## src/rtl/interval_timer_pkg.sv

```systemverilog
// Shared definitions for the traffic-light controller timing path.
// Holds the interval selector codes used by the FSM, this timer and the time-parameter store,
// the timer state encoding, and a helper that maps a zero duration onto one second.
package tlc_defs;

  // Interval selector codes driven to the time-parameter store.
  localparam logic [1:0] SELECTOR_BASE = 2'b00;
  localparam logic [1:0] SELECTOR_EXT  = 2'b01;
  localparam logic [1:0] SELECTOR_YEL  = 2'b10;

  typedef enum logic [1:0] {
    ST_IDLE   = 2'd0,
    ST_SELECT = 2'd1,
    ST_FETCH  = 2'd2,
    ST_COUNT  = 2'd3
  } timer_state_t;

  // A zero-length interval would never expire, so it is stretched to one second.
  function automatic logic [3:0] nonzero_secs(input logic [3:0] secs);
    return (secs == 4'd0) ? 4'd1 : secs;
  endfunction

endpackage

```

## src/rtl/interval_timer_one_hz_divider.sv

```systemverilog
// one_hz_divider: prescaler producing a one-cycle Tick every CYCLES_PER_SEC enabled cycles.
// Ports: clock, Reset_Sync (async, active high), Clear (restart the second), Enable (count),
//        Tick (high during the terminal-count cycle while enabled).
module one_hz_divider #(
  parameter int CYCLES_PER_SEC = 100_000_000,
  parameter int PRESC_W        = 27
) (
  input  logic clock,
  input  logic Reset_Sync,
  input  logic Clear,
  input  logic Enable,
  output logic Tick
);

  localparam logic [PRESC_W-1:0] TERMINAL = PRESC_W'(CYCLES_PER_SEC - 1);

  logic [PRESC_W-1:0] presc;

  // Tick is decoded from the count register; the timer consumes it on the same edge the
  // prescaler wraps, so the second boundary and the Remaining update line up.
  assign Tick = Enable && (presc == TERMINAL);

  always_ff @(posedge clock or posedge Reset_Sync) begin
    if (Reset_Sync) begin
      presc <= '0;
    end else if (Clear) begin
      presc <= '0;
    end else if (Enable) begin
      if (presc == TERMINAL) presc <= '0;
      else                   presc <= presc + 1'b1;
    end
  end

endmodule

```

## src/rtl/interval_timer.sv

```systemverilog
// interval_timer: seconds countdown between the controller FSM and the time-parameter store.
// Ports: clock, Reset_Sync (async, active high), Start_Timer/Interval_Req (request from FSM),
//        Value (seconds from store), Interval (select to store), Remaining, Busy, Expired (pulse).
module interval_timer
  import tlc_defs::*;
#(
  parameter int CYCLES_PER_SEC = 100_000_000,
  parameter int PRESC_W        = 27
) (
  input  logic       clock,
  input  logic       Reset_Sync,
  input  logic       Start_Timer,
  input  logic [1:0] Interval_Req,
  input  logic [3:0] Value,
  output logic [1:0] Interval,
  output logic [3:0] Remaining,
  output logic       Busy,
  output logic       Expired
);

  timer_state_t state, state_nxt;
  logic [1:0]   interval_nxt;
  logic [3:0]   remaining_nxt;
  logic         expired_nxt;
  logic         div_clear;
  logic         div_enable;
  logic         tick;

  one_hz_divider #(
    .CYCLES_PER_SEC(CYCLES_PER_SEC),
    .PRESC_W       (PRESC_W)
  ) u_divider (
    .clock     (clock),
    .Reset_Sync(Reset_Sync),
    .Clear     (div_clear),
    .Enable    (div_enable),
    .Tick      (tick)
  );

  always_ff @(posedge clock or posedge Reset_Sync) begin
    if (Reset_Sync) state <= ST_IDLE;
    else            state <= state_nxt;
  end

  always_comb begin
    state_nxt     = state;
    interval_nxt  = Interval;
    remaining_nxt = Remaining;
    expired_nxt   = 1'b0;
    div_clear     = 1'b0;
    div_enable    = 1'b0;

    case (state)
      ST_IDLE: begin
        if (Start_Timer) begin
          state_nxt    = ST_SELECT;
          interval_nxt = Interval_Req;
        end
      end
      // The store registers Interval on the edge leaving SELECT.
      ST_SELECT: state_nxt = ST_FETCH;
      ST_FETCH: begin
        remaining_nxt = nonzero_secs(Value);
        div_clear     = 1'b1;
        state_nxt     = ST_COUNT;
      end
      ST_COUNT: begin
        div_enable = 1'b1;
        if (tick) begin
          if (Remaining <= 4'd1) begin
            remaining_nxt = 4'd0;
            expired_nxt   = 1'b1;
            state_nxt     = ST_IDLE;
          end else begin
            remaining_nxt = Remaining - 4'd1;
          end
        end
      end
      default: state_nxt = ST_IDLE;
    endcase

    // A request while active restarts the sequence. It only redirects the state and the
    // selector: an expiry on this edge still pulses, giving back-to-back chaining.
    if (Start_Timer && (state != ST_IDLE)) begin
      state_nxt    = ST_SELECT;
      interval_nxt = Interval_Req;
    end
  end

  // All outputs come straight from flops; Busy is registered from the next state.
  always_ff @(posedge clock or posedge Reset_Sync) begin
    if (Reset_Sync) begin
      Interval  <= SELECTOR_BASE;
      Remaining <= 4'd0;
      Busy      <= 1'b0;
      Expired   <= 1'b0;
    end else begin
      Interval  <= interval_nxt;
      Remaining <= remaining_nxt;
      Busy      <= (state_nxt != ST_IDLE);
      Expired   <= expired_nxt;
    end
  end

endmodule

```

## config.mk

```make
export PLATFORM = sky130hd
export DESIGN_NAME = interval_timer
export DESIGN_NICKNAME = d
export VERILOG_FILES = /design/src/rtl/interval_timer_pkg.sv /design/src/rtl/interval_timer_one_hz_divider.sv /design/src/rtl/interval_timer.sv
export SDC_FILE = /design/constraint.sdc
export NUM_CORES = 1
export LEC_CHECK = 0
export ABC_AREA = 1
export CAP_MARGIN = 0
export CORE_MARGIN = 4
export CORE_UTILIZATION = 33
export CTS_CLUSTER_DIAMETER = 60
export DETAILED_ROUTE_END_ITERATION = 8
export DONT_BUFFER_PORTS = 1
export SETUP_SLACK_MARGIN = 0.2
export SLEW_MARGIN = 20
export SYNTH_ARGS = -nofsm -noshare
export SYNTH_HDL_FRONTEND = slang
export SYNTH_SLANG_ARGS = --single-unit
```

## constraint.sdc

```tcl
create_clock -name clock -period 2.1 [get_ports clock]
set_input_delay 0.42 -clock clock [delete_from_list [all_inputs] [get_ports clock]]
set_output_delay 0.42 -clock clock [all_outputs]
set_load 0.005 [all_outputs]
```

==> results.md, run 1 <==
- Status: finished, final reports clean
- Buffers on Ports: 0
- Initial Util: 34.3%
- Chip Width: 92.5 um
- Core area: 6870 um^2
- Post-synthesis simple-gate area fraction: 40.5%
- Skew final: 9.92 ps
- Largest family of logic cells by synthesized area: simple AND/OR/NAND/NOR gates
- Crit path kind: flop to flop
- R2R setup slack: 390 ps
- Sequential Area: 926 um^2
- CTS Buf Count: 5
- Ys Warns: 0
- Largest area contributor in the netlist: dfrtp_1
- Number of global-route vias before repair: 2,020
- Synth top cells by count: 102 x nand2_1, 42 x inv_1, 39 x nor2_1
- DRT iter0 DRCs: 180
- Synth Flop Type: dfrtp_1
- Number of fillers in the final layout: 716
- Post-synthesis net count: 341
- Initial antenna violation count: 0
- Worst-Margin Slew: 472 ps
- Worst hold-check path type: input pin to asynchronous set/reset pin
- Post-synth EDFFs: 0
- Via density: 4.73
- Fin. Hold Viols: 0
- Worst Reg-to-Reg Cells: 10
- Gr usage total: 13.8%
- Setup TNS Final: 0 ps
- Post-Synthesis Cells: 329
- Vias: 2,035
- Tmin final: 1710 ps
- Mapped Area: 2350 um^2
- DPL Wire Length: 3930 um
- Fin nets: 345
- Longest Clk Path Bufs: 2
- GRT overflow: 0
- RSZ-0062 raised after global routing: false
- Worst-path maximum fanout: 13
- Reg2reg end: u_divider.presc[2]
- Clock latency on the worst-skew pair: 300 ps
- Synth cell types: 30
- First-pass GRT wire length: 9470 um
- Rows: 30
- Drt pass-1 iters: 4
- Multi-input logic area: 1210 um^2
- Yosys reg bits: 37
- Compound-Gate Fraction of Synth Area: 4.36%
- Startpoint Class: flop
- Final Cell Area: 2530 um^2
- Max-slew violations: 0
- Fin crit share: 81.2%
- Power consumption: 1.50 mW
- Post-synthesis xor/xnor area fraction: 4.47%
- # clock sinks: 37
- Layout cell share with drive strength beyond 1: 9.88%
- P per Cell Area: 591 nW/um^2
- Final setup violation count: 0
- Worst EP arrival: 1890 ps
- Post-CTS sizing: 0
- Slew margin rel.: 68.5%
- Die ar.: 8550 um^2
- Crit path required time: 2280 ps
- Remaining antenna violation count: 0
- Synth area leaders: dfrtp_1 39%, nand2_1 16%, nand3_1 7.0%, inv_1 6.7%, nor2_1 6.2%
- Die height: 92.5 um
- Gpl congestion: 0.874
- Fmax: 0.586 GHz
- Drt wl/cell: 12.6 um
- VDD IR-drop max: 0.471 mV
- Clk root buf: clkbuf_8
- Layout area overhead: 7.66%
- Max-cap viol count: 0
- Area share of the largest cell type after synthesis: 39.3%
- Post-synthesis mux area share: 0.425%
- Start of the worst register-to-register path: u_divider.presc[0]
- I/O Pins: 17
- Mean Syn Cell Area: 7.15 um^2
- CTS tree: yes
- CTS Hold Buffers Added: 0
- H-Tree Depth: 2
- Largest net degree at the start of global routing: 38
- Sequential element share of the synthesized area: 39.3%
- Antenna diode count: 0
- Count leader, synth: nand2_1
- Remaining DRCs: 0
- Placed instance area: 2450 um^2
- CTS clk-pin slew, worst paths: 80 ps
- Post-synth ARST share: 100%
- Lkg Pwr: 1.24 nW
- Total wire length: 5400 um
- Post-CTS setup buffer count: 0
- Post-Synth Adder-Cell Area: 1.59%
- Worst Setup End Kind: flop
worst max path at each step:
stage,startpoint,end,slack [ps],cells after the start
after floorplan,Remaining[0],Busy,640,6
after global placement,u_divider.presc[0],u_divider.presc[9],420,10
final,u_divider.presc[0],u_divider.presc[2],390,10
after detailed placement,u_divider.presc[0],u_divider.presc[9],370,10
after CTS,u_divider.presc[0],u_divider.presc[9],360,10
after global routing,u_divider.presc[0],u_divider.presc[2],260,10
area by class of cell:
type                    count  share of cell area (%)
well taps                  96                    4.74
clock buffers               6                    2.86
repair buffers              3                   0.889
clock inverters             2                   0.395
inverters                  45                    6.67
flip-flops and latches     37                    36.5
multi-input cells         241                    47.9
power by group:
part           switching, mW  internal (mW)
sequential            0.0532          0.754
clock                  0.262          0.230
combinational          0.126         0.0736
sequential cells by signal, summed over array words and instances (netlist names):
register,count
Expired,1
Remaining,4
Busy,1
state,2
u_divider.presc,27
Interval,2
logic make-up after synthesis:
group / after synthesis
xor+xnor: 12
simple gates: 206
flops: 37
fa+ha+maj: 3
mux: 1
buf+inv: 51
compound gates: 19
cell usage in the layout, fill, tap and decap left out, types with 3 or more instances in the layout:
cell type,n
dfrtp_1,37
buf_4,3
nand2_4,4
nor2_2,4
nand2_1,102
a21oi_1,5
nor2_1,39
nand4_1,7
clkbuf_8,5
nor3_1,3
ha_1,3
xor2_1,10
nand3_2,3
nor2_4,5
o21ai_0,8
inv_2,3
inv_1,42
nand3_1,33
o22ai_1,6
critical path, cell delays in order (launching register included):
cell	delay (ps)
dfrtp_1	390
ha_1	200
nand2_1	100
nor2_4	150
nand2_4	90
nor2_4	130
nand2_4	80
nand2_4	170
nand2_4	140
inv_2	110
nor2_1	40
routing by layer:
metal | vias to the layer above | global-route usage, % | share of wire (%)
li1 | 1035 | - | -
met1 | 948 | 18.3 | 47
met2 | 42 | 21.8 | 46
met3 | 10 | 3.33 | 4.4
met4 | 0 | 4.83 | 1.9
met5 | - | 0 | 0
stage by stage:
stage / worst slack, ps / hold slack, ps / cells / util (%)
after floorplan: 639 / 465 / 329 / -
after global placement: 415 / 463 / 422 / 35.6
after detailed placement: 373 / 461 / 422 / 35.6
after CTS: 362 / 134 / 430 / 36.8
after global routing: 259 / 177 / 430 / 36.9
final: 394 / 116 / 430 / 36.9
Power figures use the tool's default switching activity.
==> run 2, diff against run 1 <==
--- a/config.mk
+++ b/config.mk
@@ -5,7 +5,7 @@
 export SDC_FILE = /design/constraint.sdc
 export NUM_CORES = 1
 export LEC_CHECK = 0
-export ABC_AREA = 1
+export ABC_AREA = 0
 export CAP_MARGIN = 0
 export CORE_MARGIN = 4
 export CORE_UTILIZATION = 33
==> constraint.sdc (replaced) <==
create_clock -name clock -period 1.7 [get_ports clock]
set_input_delay 0.34 -clock clock [delete_from_list [all_inputs] [get_ports clock]]
set_output_delay 0.34 -clock clock [all_outputs]
set_load 0.005 [all_outputs]
==> run 2 against run 1 <==
- the flow now finishes with violations (negative setup slack)
- cell count shrank 19%
- worst setup slack got worse by 470 ps
- sequential power increased by 25%
- fmax shrank 4.1%
- utilization rose by 10 points
- count of clock-buffer cells in the layout increased by 1
- clock skew down 4.7 ps
- sequential cell count unchanged
- non-clock buffer count increased by 53
- global-route usage is 1.3 points higher
- combinational power rose by 110%
- sequential share of layout area shrank 3.6 points
- critical endpoint is now Remaining[2]
==> results.md, run 2 <==
- Psw: 0.580 mW
- CTS tree: yes
- Via density: 5.27
- Layout area overhead: 35.4%
- Final setup violation count: 27
- P per Cell Area: 730 nW/um^2
- Drt pass-1 iters: 4
- GRT overflow: 0
- Most flop-heavy register: u_divider.presc
- Largest area contributor in the netlist: dfrtp_1
- Post-synthesis simple-gate area fraction: 28.0%
- Core area: 5990 um^2
- Final Cell Area: 2810 um^2
- Fin nets: 284
- R2R setup slack: -80 ps
- # clock sinks: 37
- Post-synthesis xor/xnor area fraction: 5.92%
- Skew final: 5.19 ps
- Slew margin rel.: 66.9%
- Placed instance area: 2530 um^2
- Die height: 87.2 um
- Initial antenna violation count: 0
- Post-synthesis mux area share: 1.57%
- Tmin final: 1780 ps
- Worst Reg-to-Reg Cells: 7
- Commonest non-fill, non-tap cell in the layout: buf_4
- Rows: 28
- Max-slew violations: 0
- Most frequent cells in the layout: 49 x buf_4, 37 x dfrtp_1, 15 x nand3_1
- Post-Synth Adder-Cell Area: 1.81%
- Largest net degree at the start of global routing: 38
- Sequential group share of total power: 49.1%
- Worst EP arrival: 2010 ps
- Startpoint Class: flop
- Drt wl/cell: 15.0 um
- Chip Width: 87.2 um
- Post-synthesis net count: 232
- Clock share of power: 30.4%
- Final setup margin: -78.8 ps
- Remaining antenna violation count: 0
- Crit path kind: flop to flop
- Antenna diode count: 0
- Internal: 1.47 mW
- Longest Clk Path Bufs: 2
- Max-cap viol count: 0
- Worst hold-check path type: input pin to asynchronous set/reset pin
- Synth top cells by count: 37 x dfrtp_1, 25 x nor2_1, 18 x nand3_1
- I/O Pins: 17
- Crit path required time: 1930 ps
- CTS Buf Count: 5
- Sequential element share of the synthesized area: 44.7%
- Start of the worst register-to-register path: u_divider.presc[10]
- H-Tree Depth: 2
- Yosys reg bits: 37
- Lkg Pwr: 1.21 nW
- Worst Setup End Kind: flop
- CTS clk-pin slew, worst paths: 70 ps
- Fin. Hold Viols: 0
- Synth Flop Type: dfrtp_1
- Total wire length: 5220 um
- Count leader, synth: dfrtp_1
- Post-synth EDFFs: 0
- Worst-Margin Slew: 496 ps
- Fmax: 0.562 GHz
- Number of global-route vias before repair: 1,851
- Failing checks: negative setup slack
- Ys Warns: 0
- Synth cell types: 46
- Clk root buf: clkbuf_8
- First-pass GRT wire length: 8980 um
- Gpl congestion: 0.845
- Mean Syn Cell Area: 9.42 um^2
- Switching part of the total: 28.3%
- Pre-CTS setup slack: -114 ps
- Area share of the largest cell type after synthesis: 44.7%
- Largest registers: u_divider.presc: 27 flops, Remaining: 4 flops
- Vias: 1,828
- Fin crit share: 105%
- DPL Wire Length: 3750 um
- RSZ-0062 raised after global routing: true
- Post-synth ARST share: 100%
- Final Core Density: 46.8%
- Buffers on Ports: 0
- Post-Synthesis Cells: 220
- Layout cell share with drive strength beyond 1: 38.6%
- Gr usage total: 15.1%
- Compound-Gate Fraction of Synth Area: 13.4%
- Worst-path maximum fanout: 5
- VDD IR-drop max: 0.363 mV
- Largest family of logic cells by synthesized area: simple AND/OR/NAND/NOR gates
- Initial Util: 34.6%
- CTS Hold Buffers Added: 0
- Synth area leaders: dfrtp_1 45%, xnor2_1 4.6%, nor2_1 4.5%, nand3_1 4.3%, nand4_1 2.7%
- Status: finished with violations
- Gate power share: 20.5%
- Remaining DRCs: 0
- Number of flip-flops in the largest register: 27
- DRT iter0 DRCs: 97
- Mapped Area: 2070 um^2
- Die ar.: 7610 um^2
- Reg2reg end: Remaining[2]
- Clock latency on the worst-skew pair: 290 ps
[run 2: cell types whose count changed after synthesis, moves of 5 or more]
cell and delta:
xor2_1 -7, nor2_2 -5, xnor2_1 +9, inv_1 -32, a21o_1 +5, nand3_1 -15
nand2_1 -93, nor2_1 -14, nor4_1 +7, o22ai_1 -6, nor3_1 +7, nand2b_1 +6
[run 2: area by class of cell]
class,count,area [um^2]
sequential,37,926
fill,566,3180
multi-input combinational,162,1210
clock buffer,7,86.3
inverter,10,37.5
tap,75,93.8
timing repair buffer,56,454
[run 2: critical path: stages (launching register included)]
cell	delay (ps)
dfrtp_1	400
nor4b_2	270
nand4b_1	140
buf_6	160
o31ai_4	240
and2_4	260
buf_6	120
a22o_1	130
[run 2: per-layer routing]
layer / routed length, um / GRT usage [%] / vias to the layer above
met5: 0 / 0 / -
met4: 91 / 5.44 / 0
met3: 205 / 3.78 / 10
met2: 2550 / 24.7 / 30
met1: 2380 / 19.2 / 886
li1: - / - / 902
[run 2: cells by family after synthesis]
family / Yosys count
xor gates and xnor gates: 14
adders and majority gates: 3
muxes: 3
AOI/OAI and AO/OA: 38
DFF: 37
buffers and inverters: 21
and+or+nand+nor: 104
[run 2: timing repair]
item / CTS / global route
setup buffers: 1 / 2
setup endpoints to repair: 35 / 35
gates cloned: 1 / 0
pin swaps: 12 / 6
gates resized for setup: 29 / 20
endpoints found under the hold margin: 0 / 0
[run 2: power by group through the flow]
stage	Combinational [mW]	Sequential, mW	Clock, mW
final	0.421	1.01	0.623
after global routing	0.468	1.01	0.686
after CTS	0.406	1.01	0.646
after detailed placement	0.375	1.02	0
after global placement	0.368	1.02	0
after floorplan	0.202	1.02	0
[run 2: through the flow]
step                total power, mW  cells  TNS [ps]  hold WS, ps
CTS                            2.06    345      -746         67.0
global route                   2.17    347     -5750         88.0
floorplan                      1.22    220      -926          413
global placement               1.39    336      -290          374
detailed placement             1.40    336     -1280          384
finish                         2.05    347     -1430         48.7
[run 2: worst max path at each step]
stage	start	to	slack [ps]	cells after the start
final	u_divider.presc[10]	Remaining[2]	-80	7
after global routing	u_divider.presc[10]	Busy	-210	6
after CTS	u_divider.presc[12]	Remaining[3]	-80	6
after detailed placement	u_divider.presc[1]	Remaining[0]	-110	6
after global placement	u_divider.presc[0]	Remaining[0]	-80	6
after floorplan	u_divider.presc[3]	u_divider.presc[21]	-80	8
==> run 3, diff against run 2 <==
--- a/config.mk
+++ b/config.mk
@@ -13,6 +13,7 @@
 export DETAILED_ROUTE_END_ITERATION = 8
 export DONT_BUFFER_PORTS = 1
 export SETUP_SLACK_MARGIN = 0.2
+export SKIP_CTS_REPAIR_TIMING = 1
 export SLEW_MARGIN = 20
 export SYNTH_ARGS = -nofsm -noshare
 export SYNTH_HDL_FRONTEND = slang
==> run 3 against run 2 <==
- the flow still finishes with violations (negative setup slack)
- final area fell by 0.27%
- global-route usage shrank 0.67 points
- count of clock-buffer cells in the layout unchanged
- sequential share of layout area increased by 0.089 points
- sequential cell count did not move
- via count increased by 1.4%
- critical path type unchanged
- critical endpoint is now Remaining[3]
- largest power group unchanged
==> results.md, run 3 (synthesis results as in run 2) <==
- WHS: 55.0 ps
- Layout cell share with drive strength beyond 1: 37.5%
- # clock sinks: 37
- Die ar.: 7610 um^2
- Worst-path maximum fanout: 6
- Number of flip-flops in the largest register: 27
- Die height: 87.2 um
- Fin. Hold Viols: 0
- Via density: 5.34
- Crit path required time: 1910 ps
- Crit path kind: flop to flop
- Longest Clk Path Bufs: 2
- Setup TNS Final: -1820 ps
- GR Util met2: 23.5%
- Worst Setup End Kind: flop
- Slew margin rel.: 68.0%
- Initial antenna violation count: 0
- DRT iter0 DRCs: 99
- Layout area overhead: 35.1%
- Met1 Resource Use GR: 18.9%
- Placed instance count: 336
- CTS clk-pin slew, worst paths: 70 ps
- DPL Wire Length: 3750 um
- Fin cells: 347
- Worst EP arrival: 2030 ps
- Largest net degree at the start of global routing: 38
- Drt pass-1 iters: 4
- Largest registers: u_divider.presc: 27 flops, Remaining: 4 flops
- Failing checks: negative setup slack
- Fin nets: 284
- Startpoint Class: flop
- Final Core Density: 46.7%
- I/O Pins: 17
- Core area: 5990 um^2
- Fin crit share: 107%
- Rows: 28
- Final setup margin: -121 ps
- Gpl congestion: 0.845
- Lkg Pwr: 1.22 nW
- Most frequent cells in the layout: 50 x buf_4, 37 x dfrtp_1, 14 x nand3_1
- P per Cell Area: 727 nW/um^2
- Status: finished with violations
- Power consumption: 2.04 mW
- Clk root buf: clkbuf_8
- Max-slew violations: 0
- Total wire length: 5210 um
- Worst-Margin Slew: 480 ps
- Skew final: 7.31 ps
- Gr usage total: 14.4%
- Clock latency on the worst-skew pair: 290 ps
- Tmin final: 1820 ps
- Buffers on Ports: 0
- CTS Buf Count: 5
- RSZ-0062 raised after global routing: true
- Remaining DRCs: 0
- Most flop-heavy register: u_divider.presc
- Worst Reg-to-Reg Cells: 6
- Number of global-route vias before repair: 1,766
- Final setup violation count: 31
- Placed instance area: 2530 um^2
- Vias: 1,854
- Fmax: 0.549 GHz
- Final Cell Area: 2800 um^2
- GRT overflow: 0
- Chip Width: 87.2 um
- Antenna diode count: 0
- CTS tree: yes
- H-Tree Depth: 2
- Remaining antenna violation count: 0
- Initial Util: 34.6%
- Worst hold-check path type: input pin to asynchronous set/reset pin
- Global route hottest layer: met2
- Pre-CTS setup slack: -114 ps
- Commonest non-fill, non-tap cell in the layout: buf_4
- First-pass GRT wire length: 8610 um
- Drt wl/cell: 15.0 um
- VDD IR-drop max: 0.357 mV
- Max-cap viol count: 0
- Met3 usage: 3.50%
==> run 3: power by group <==
| part | switching [mW] | total [mW] | internal, mW | leakage, nW |
|---|---|---|---|---|
| logic | 0.213 | 0.414 | 0.201 | 0.683 |
| registers | 0.0625 | 1.00 | 0.942 | 0.488 |
| clock network | 0.296 | 0.617 | 0.322 | 0.0443 |
| total | 0.571 | 2.04 | 1.47 | 1.22 |
==> run 3: layout make-up <==
class                      count  area, um^2
sequential                    37         926
inverter                      10        37.5
fill                         560        3190
tap                           75        93.8
clock buffer                   7        86.3
multi-input combinational    162        1200
timing repair buffer          56         450
==> run 3: path summary, 6_finish.rpt <==
| check | slack (ps) | endpoint | startpoint |
|---|---|---|---|
| setup / recovery | -120 | Remaining[3] | u_divider.presc[11] |
| hold / removal | 50 | u_divider.presc[1] | Reset_Sync |
| setup reg to reg | -120 | Remaining[3] | u_divider.presc[11] |
| hold reg to reg | 540 | Interval[1] | Interval[1] |
| max in group asynchronous | 1310 | u_divider.presc[17] | Reset_Sync |
| min in group clock | 120 | state[1] | Start_Timer |
==> run 3: per-layer routing <==
metal / part of all wire [%] / up-vias
li1: - / 902
met1: 45 / 906
met2: 50 / 41
met3: 4.2 / 5
met4: 1.2 / 0
met5: 0 / -
==> run 3: critical path: stages (launching register included) <==
cell       delay [ps]
dfrtp_1           400
nor4b_2           280
nand4b_1          160
buf_6             160
o31a_1            330
nor3b_1           240
a2bb2oi_1         180
